File: config.mk
export PLATFORM = sky130hd
export DESIGN_NAME = muldiv_iter_unit
export DESIGN_NICKNAME = d
export VERILOG_FILES = /design/src/rtl/muldiv_iter_unit.sv
export SDC_FILE = /design/constraint.sdc
export NUM_CORES = 1
export LEC_CHECK = 0
export BUFFER_PORTS_ARGS = -buffer_cell sky130_fd_sc_hd__buf_4
export CORE_ASPECT_RATIO = 0.75
export CORE_MARGIN = 2
export CORE_UTILIZATION = 42
export DETAILED_ROUTE_END_ITERATION = 10
export GPL_TIMING_DRIVEN = 0
export REMOVE_ABC_BUFFERS = 1
export SLEW_MARGIN = 20
export SYNTH_ARGS = -nofsm -noshare
export SYNTH_HDL_FRONTEND = slang
export SYNTH_SLANG_ARGS = --single-unit
File: constraint.sdc
create_clock -name clk -period 10.7 [get_ports clk]
set_input_delay 1.07 -clock clk [delete_from_list [all_inputs] [get_ports clk]]
set_output_delay 1.07 -clock clk [all_outputs]
set_load 0.02 [all_outputs]
File: src/rtl/muldiv_iter_unit.sv
// Iterative 32x32 multiply / 32/32 divide unit owning HI/LO.
// Requests a pipeline stall while busy and reports completion once HI/LO hold the result.
module muldiv_iter_unit #(
  parameter int ITER = 32
) (
  input  logic        clk,
  input  logic        rst,
  input  logic        start,
  input  logic [1:0]  op,
  input  logic [31:0] a,
  input  logic [31:0] b,
  input  logic        stall_e,
  input  logic        flush,
  input  logic        hi_we,
  input  logic        lo_we,
  input  logic [31:0] wdata,
  output logic        alu_stall,
  output logic        alu_done,
  output logic [31:0] hi,
  output logic [31:0] lo
);

  typedef enum logic [1:0] {IDLE, CALC, FIX, DONE} state_t;

  state_t        state_q, state_d;
  logic [5:0]    cnt_q, cnt_d;
  logic [1:0]    op_q;
  logic          sa_q, sb_q;
  logic [31:0]   ma_q, mb_q;
  logic [31:0]   opr_q, opr_d;
  logic [63:0]   acc_q, acc_d;
  logic [31:0]   hi_q, lo_q;

  logic          issue, fix_wr;
  logic          is_signed_i;
  logic [32:0]   mul_sum;
  logic [32:0]   div_sh;
  logic [33:0]   div_diff;
  logic signed [63:0] prod_res;
  logic [31:0]   quo_res, rem_res, a_raw;
  logic [31:0]   res_hi, res_lo;
  logic          neg_res;

  function automatic logic [31:0] neg32(input logic [31:0] x);
    return ~x + 32'd1;
  endfunction

  function automatic logic [63:0] neg64(input logic [63:0] x);
    return ~x + 64'd1;
  endfunction

  function automatic logic [31:0] mag32(input logic [31:0] x, input logic sgn);
    return (sgn && x[31]) ? neg32(x) : x;
  endfunction

  // Control: state and iteration counter
  always_comb begin
    state_d = state_q;
    cnt_d   = cnt_q;
    issue   = 1'b0;
    fix_wr  = 1'b0;
    case (state_q)
      IDLE: begin
        if (start) begin
          issue   = 1'b1;
          cnt_d   = 6'd0;
          state_d = CALC;
        end
      end
      CALC: begin
        cnt_d = cnt_q + 6'd1;
        if (cnt_q == 6'(ITER - 1)) state_d = FIX;
      end
      FIX: begin
        fix_wr  = 1'b1;
        state_d = DONE;
      end
      DONE: begin
        if (!stall_e) state_d = IDLE;
      end
      default: state_d = IDLE;
    endcase
    if (flush) begin
      state_d = IDLE;
      issue   = 1'b0;
      fix_wr  = 1'b0;
    end
  end

  always_ff @(posedge clk) begin
    if (rst) begin
      state_q <= IDLE;
      cnt_q   <= 6'd0;
    end else begin
      state_q <= state_d;
      cnt_q   <= cnt_d;
    end
  end

  // Iteration step: shift-add multiply on acc, restoring divide with acc[32:0] as remainder
  always_comb begin
    mul_sum  = {1'b0, acc_q[63:32]} + {1'b0, (opr_q[0] ? ma_q : 32'd0)};
    div_sh   = {acc_q[31:0], opr_q[31]};
    div_diff = {1'b0, div_sh} - {2'b00, mb_q};
    if (op_q[1]) begin
      acc_d = {31'd0, (div_diff[33] ? div_sh : div_diff[32:0])};
      opr_d = {opr_q[30:0], ~div_diff[33]};
    end else begin
      acc_d = {mul_sum, acc_q[31:1]};
      opr_d = {1'b0, opr_q[31:1]};
    end
  end

  assign is_signed_i = ~op[0];

  always_ff @(posedge clk) begin
    if (issue) begin
      op_q  <= op;
      sa_q  <= is_signed_i & a[31];
      sb_q  <= is_signed_i & b[31];
      ma_q  <= mag32(a, is_signed_i);
      mb_q  <= mag32(b, is_signed_i);
      opr_q <= op[1] ? mag32(a, is_signed_i) : mag32(b, is_signed_i);
      acc_q <= 64'd0;
    end else if (state_q == CALC) begin
      acc_q <= acc_d;
      opr_q <= opr_d;
    end
  end

  // Sign fix-up of the unsigned magnitude result
  always_comb begin
    neg_res  = ~op_q[0] & (sa_q ^ sb_q);
    prod_res = neg_res ? $signed(neg64(acc_q)) : $signed(acc_q);
    quo_res  = neg_res ? neg32(opr_q) : opr_q;
    rem_res  = (~op_q[0] & sa_q) ? neg32(acc_q[31:0]) : acc_q[31:0];
    a_raw    = (~op_q[0] & sa_q) ? neg32(ma_q) : ma_q;
    if (op_q[1]) begin
      if (mb_q == 32'd0) begin
        res_hi = a_raw;
        res_lo = 32'hFFFF_FFFF;
      end else begin
        res_hi = rem_res;
        res_lo = quo_res;
      end
    end else begin
      res_hi = prod_res[63:32];
      res_lo = prod_res[31:0];
    end
  end

  // HI/LO: result commit beats a same-cycle MTHI/MTLO
  always_ff @(posedge clk) begin
    if (rst) begin
      hi_q <= 32'd0;
      lo_q <= 32'd0;
    end else if (fix_wr) begin
      hi_q <= res_hi;
      lo_q <= res_lo;
    end else begin
      if (hi_we) hi_q <= wdata;
      if (lo_we) lo_q <= wdata;
    end
  end

  assign alu_stall = ~flush & ((state_q != IDLE) | start);
  assign alu_done  = (state_q == DONE) & ~flush;
  assign hi        = hi_q;
  assign lo        = lo_q;

endmodule

==> metrics <==
CTS buffer count 28; nets 2499; max cap viols 0; Post-Syn Instances 2249; Syn Std Cell Area 0.0187 mm²; initial antenna violation count 0; CTS tree done; Worst Path Arrival 5350 ps; worst-margin pin slew 975 ps; FF-to-FF End acc_q[61]$_SDFFE_PP0P_; Cell Pwr Density 149 mW/mm²; Worst VDD drop 0.000117 V; unrepaired setup endpoints after global routing false; DR vias 17795; Async S/R FF share, synth 0; Slew Limit Fails 0; sequential share of the synthesized area 0.307; Final Power 0.00323 W; Distinct cells, synth 73; GRT Max-Usage Layer met1; Worst R2R Path Depth 13; reg-to-reg slack, setup 5810 ps; global route overflow 0; post-layout minimum cycle time 4890 ps; die footprint 0.0462 mm²; 1st-pass router iterations 5; period utilization 0.457; vias in the first global route 16460; area delta synth->final 15.7%; final hold violation count 0; Final GP Congestion 0.929; Peak Freq 205 MHz; first-pass GRT wire length 100 mm; Worst Clk Skew 15.2 ps; largest net degree at the start of global routing 65; Layout Utilization 0.495; critical path capture point type flip-flop; Clock Pin Slew Worst Setup and Hold Paths 60 ps; Mean Syn Cell Area 8.30 µm²; Seq. cell area 0.00573 mm²; Lkg Pwr 8.73 nW; 1st-iter DRT viols 1820; clock buffer depth 3; CP Launch Point opr_q[0]$_DFFE_PP_; status complete, no violations; worst min-delay path category reg2reg; FP Rows 66; CP Class reg2reg; number of synthesized flops with an enable pin 100; Routed Antenna Nets 0; clock sink count 236; fill count 4196; grt met2 use 0.411; WP data required 11160 ps; Synth Warn # 0; Reg2Reg Launch Point opr_q[0]$_DFFE_PP_; Port Buffer Count 170; clk_lat worst skew 570 ps; Placed Cells 2866; Initial Util 0.428; # IOs 171; CP Capture Point acc_q[61]$_SDFFE_PP0P_; post-DP HPWL 51.4 mm; GRT Util Overall 0.280; htree depth 1; top-count cell post-synth a21oi_1; Synth area leader edfxtp_1; GR met3 Demand/Resource 0.0416; Final Non-Filler Cells 2919; Die Span X 247 µm; hold_buf cts 0; Rel. slew slack 0.344; share of the synthesized area in the top cell type 0.161; Synth area leaders edfxtp_1 (16%), dfxtp_1 (15%), xnor2_1 (6.6%), xor2_1 (5.7%), a21oi_1 (5.1%); post-CTS setup buffers 0; CP Launch Type flip-flop; DR vias/cell 6.10; CP Max Fanout 33; GR met1 Demand/Resource 0.429; core area 0.0436 mm²; post_cts resized 0; Root Buffer clkbuf_16; Multi-input gate area 0.0121 mm²; drt wl/cell 22.8 µm; Routed WL 66.6 mm; commonest cells in the netlist a21oi_1 (189), nor2_1 (163), o21ai_0 (150); hold path depth 2; ys flop type dfxtp_1; Remaining DRCs 0; share of cells above drive strength 1 0.121; Die Ht 187 µm; setup violators final 0; Yosys reg bits 236
==> metal layers <==
layer,vias up,part of all wire
met4,0,0.022
li1,8441,-
met2,684,0.42
met1,8585,0.48
met3,85,0.080
met5,-,0
==> where the power goes <==
group | total [W] | internal, W | switching [W] | leakage [nW]
registers | 0.00115 | 0.00102 | 0.000129 | 2.05
clock network | 0.00104 | 0.000623 | 0.000419 | 0.503
logic | 0.00103 | 0.000407 | 0.000624 | 6.17
==> state kept, by name, indices dropped and copies added (netlist names), 6 cells and up <==
name,cells
mb_q,32
opr_q,32
ma_q,32
acc_q,64
lo,32
hi,32
cnt_q,6
==> cells in the final DEF (no fill, tap or decap), types with 19 or more instances in the layout <==
| master | n |
|---|---|
| nor2_1 | 160 |
| a211oi_1 | 88 |
| nand3_1 | 29 |
| ha_1 | 73 |
| a22o_1 | 30 |
| nor2b_1 | 44 |
| a21o_1 | 31 |
| inv_1 | 75 |
| o211ai_1 | 29 |
| a31oi_1 | 19 |
| o22ai_1 | 46 |
| nand2_1 | 135 |
| nor4_1 | 29 |
| nor3_1 | 41 |
| clkbuf_16 | 31 |
| xnor2_1 | 141 |
| buf_4 | 173 |
| and2_1 | 36 |
| o21ai_0 | 150 |
| edfxtp_1 | 100 |
| dfxtp_1 | 136 |
| o31ai_1 | 39 |
| xor2_1 | 121 |
| a21oi_1 | 189 |
| or4_1 | 20 |
| mux2i_1 | 87 |
==> layout make-up <==
class / instances / share of cell area
well taps: 578 / 0.0335
inverters: 80 / 0.0142
multi-input cells: 1779 / 0.562
diodes: 1 / 0.000116
repair buffers: 193 / 0.0788
clock buffers: 41 / 0.0409
clock inverters: 11 / 0.00550
flip-flops and latches: 236 / 0.265
==> cell families (layout without fill, tap and decap cells) <==
logic type,count (synthesis),count (layout),share of synthesized area
DFF,236,236,0.307
AOI/OAI and AO/OA,736,736,0.256
muxes,91,91,0.0490
adders and majority gates,76,76,0.0517
buffers and inverters,234,325,0.0472
and+or+nand+nor,614,614,0.167
xor gates and xnor gates,262,262,0.123
other,0,1,0
==> per-stage QoR <==
stage	cell area, µm²	worst slack [ps]	TNS, ps	hold WS (ps)
after CTS	21600	5990	0	517
final	21600	5810	0	516
after floorplan	18100	4240	0	472
after global routing	21600	5620	0	559
after global placement	20100	-237	-7570	496
after detailed placement	20600	6020	0	501
==> worst min path at each step <==
stage	start	endpoint	slack [ps]
after detailed placement	cnt_q[5]$_SDFFE_PP0P_	cnt_q[5]$_SDFFE_PP0P_	500
after global placement	cnt_q[5]$_SDFFE_PP0P_	cnt_q[5]$_SDFFE_PP0P_	500
after floorplan	cnt_q[5]$_SDFFE_PP0P_	cnt_q[5]$_SDFFE_PP0P_	470
final	cnt_q[5]$_SDFFE_PP0P_	cnt_q[5]$_SDFFE_PP0P_	520
after CTS	cnt_q[5]$_SDFFE_PP0P_	cnt_q[5]$_SDFFE_PP0P_	520
after global routing	acc_q[63]$_SDFFE_PP0P_	acc_q[63]$_SDFFE_PP0P_	560
==> worst max-delay path: stages, from the launching register on <==
cell,delay (ps)
edfxtp_1,770
inv_1,340
nor2_1,90
ha_1,240
fa_1,440
a211oi_1,220
o21ai_0,180
a2111oi_0,840
o31ai_1,330
a31oi_1,420
o31a_1,340
o21ai_0,200
xor2_1,170
a22o_1,210
No activity file was read; power rests on OpenSTA's default activity.
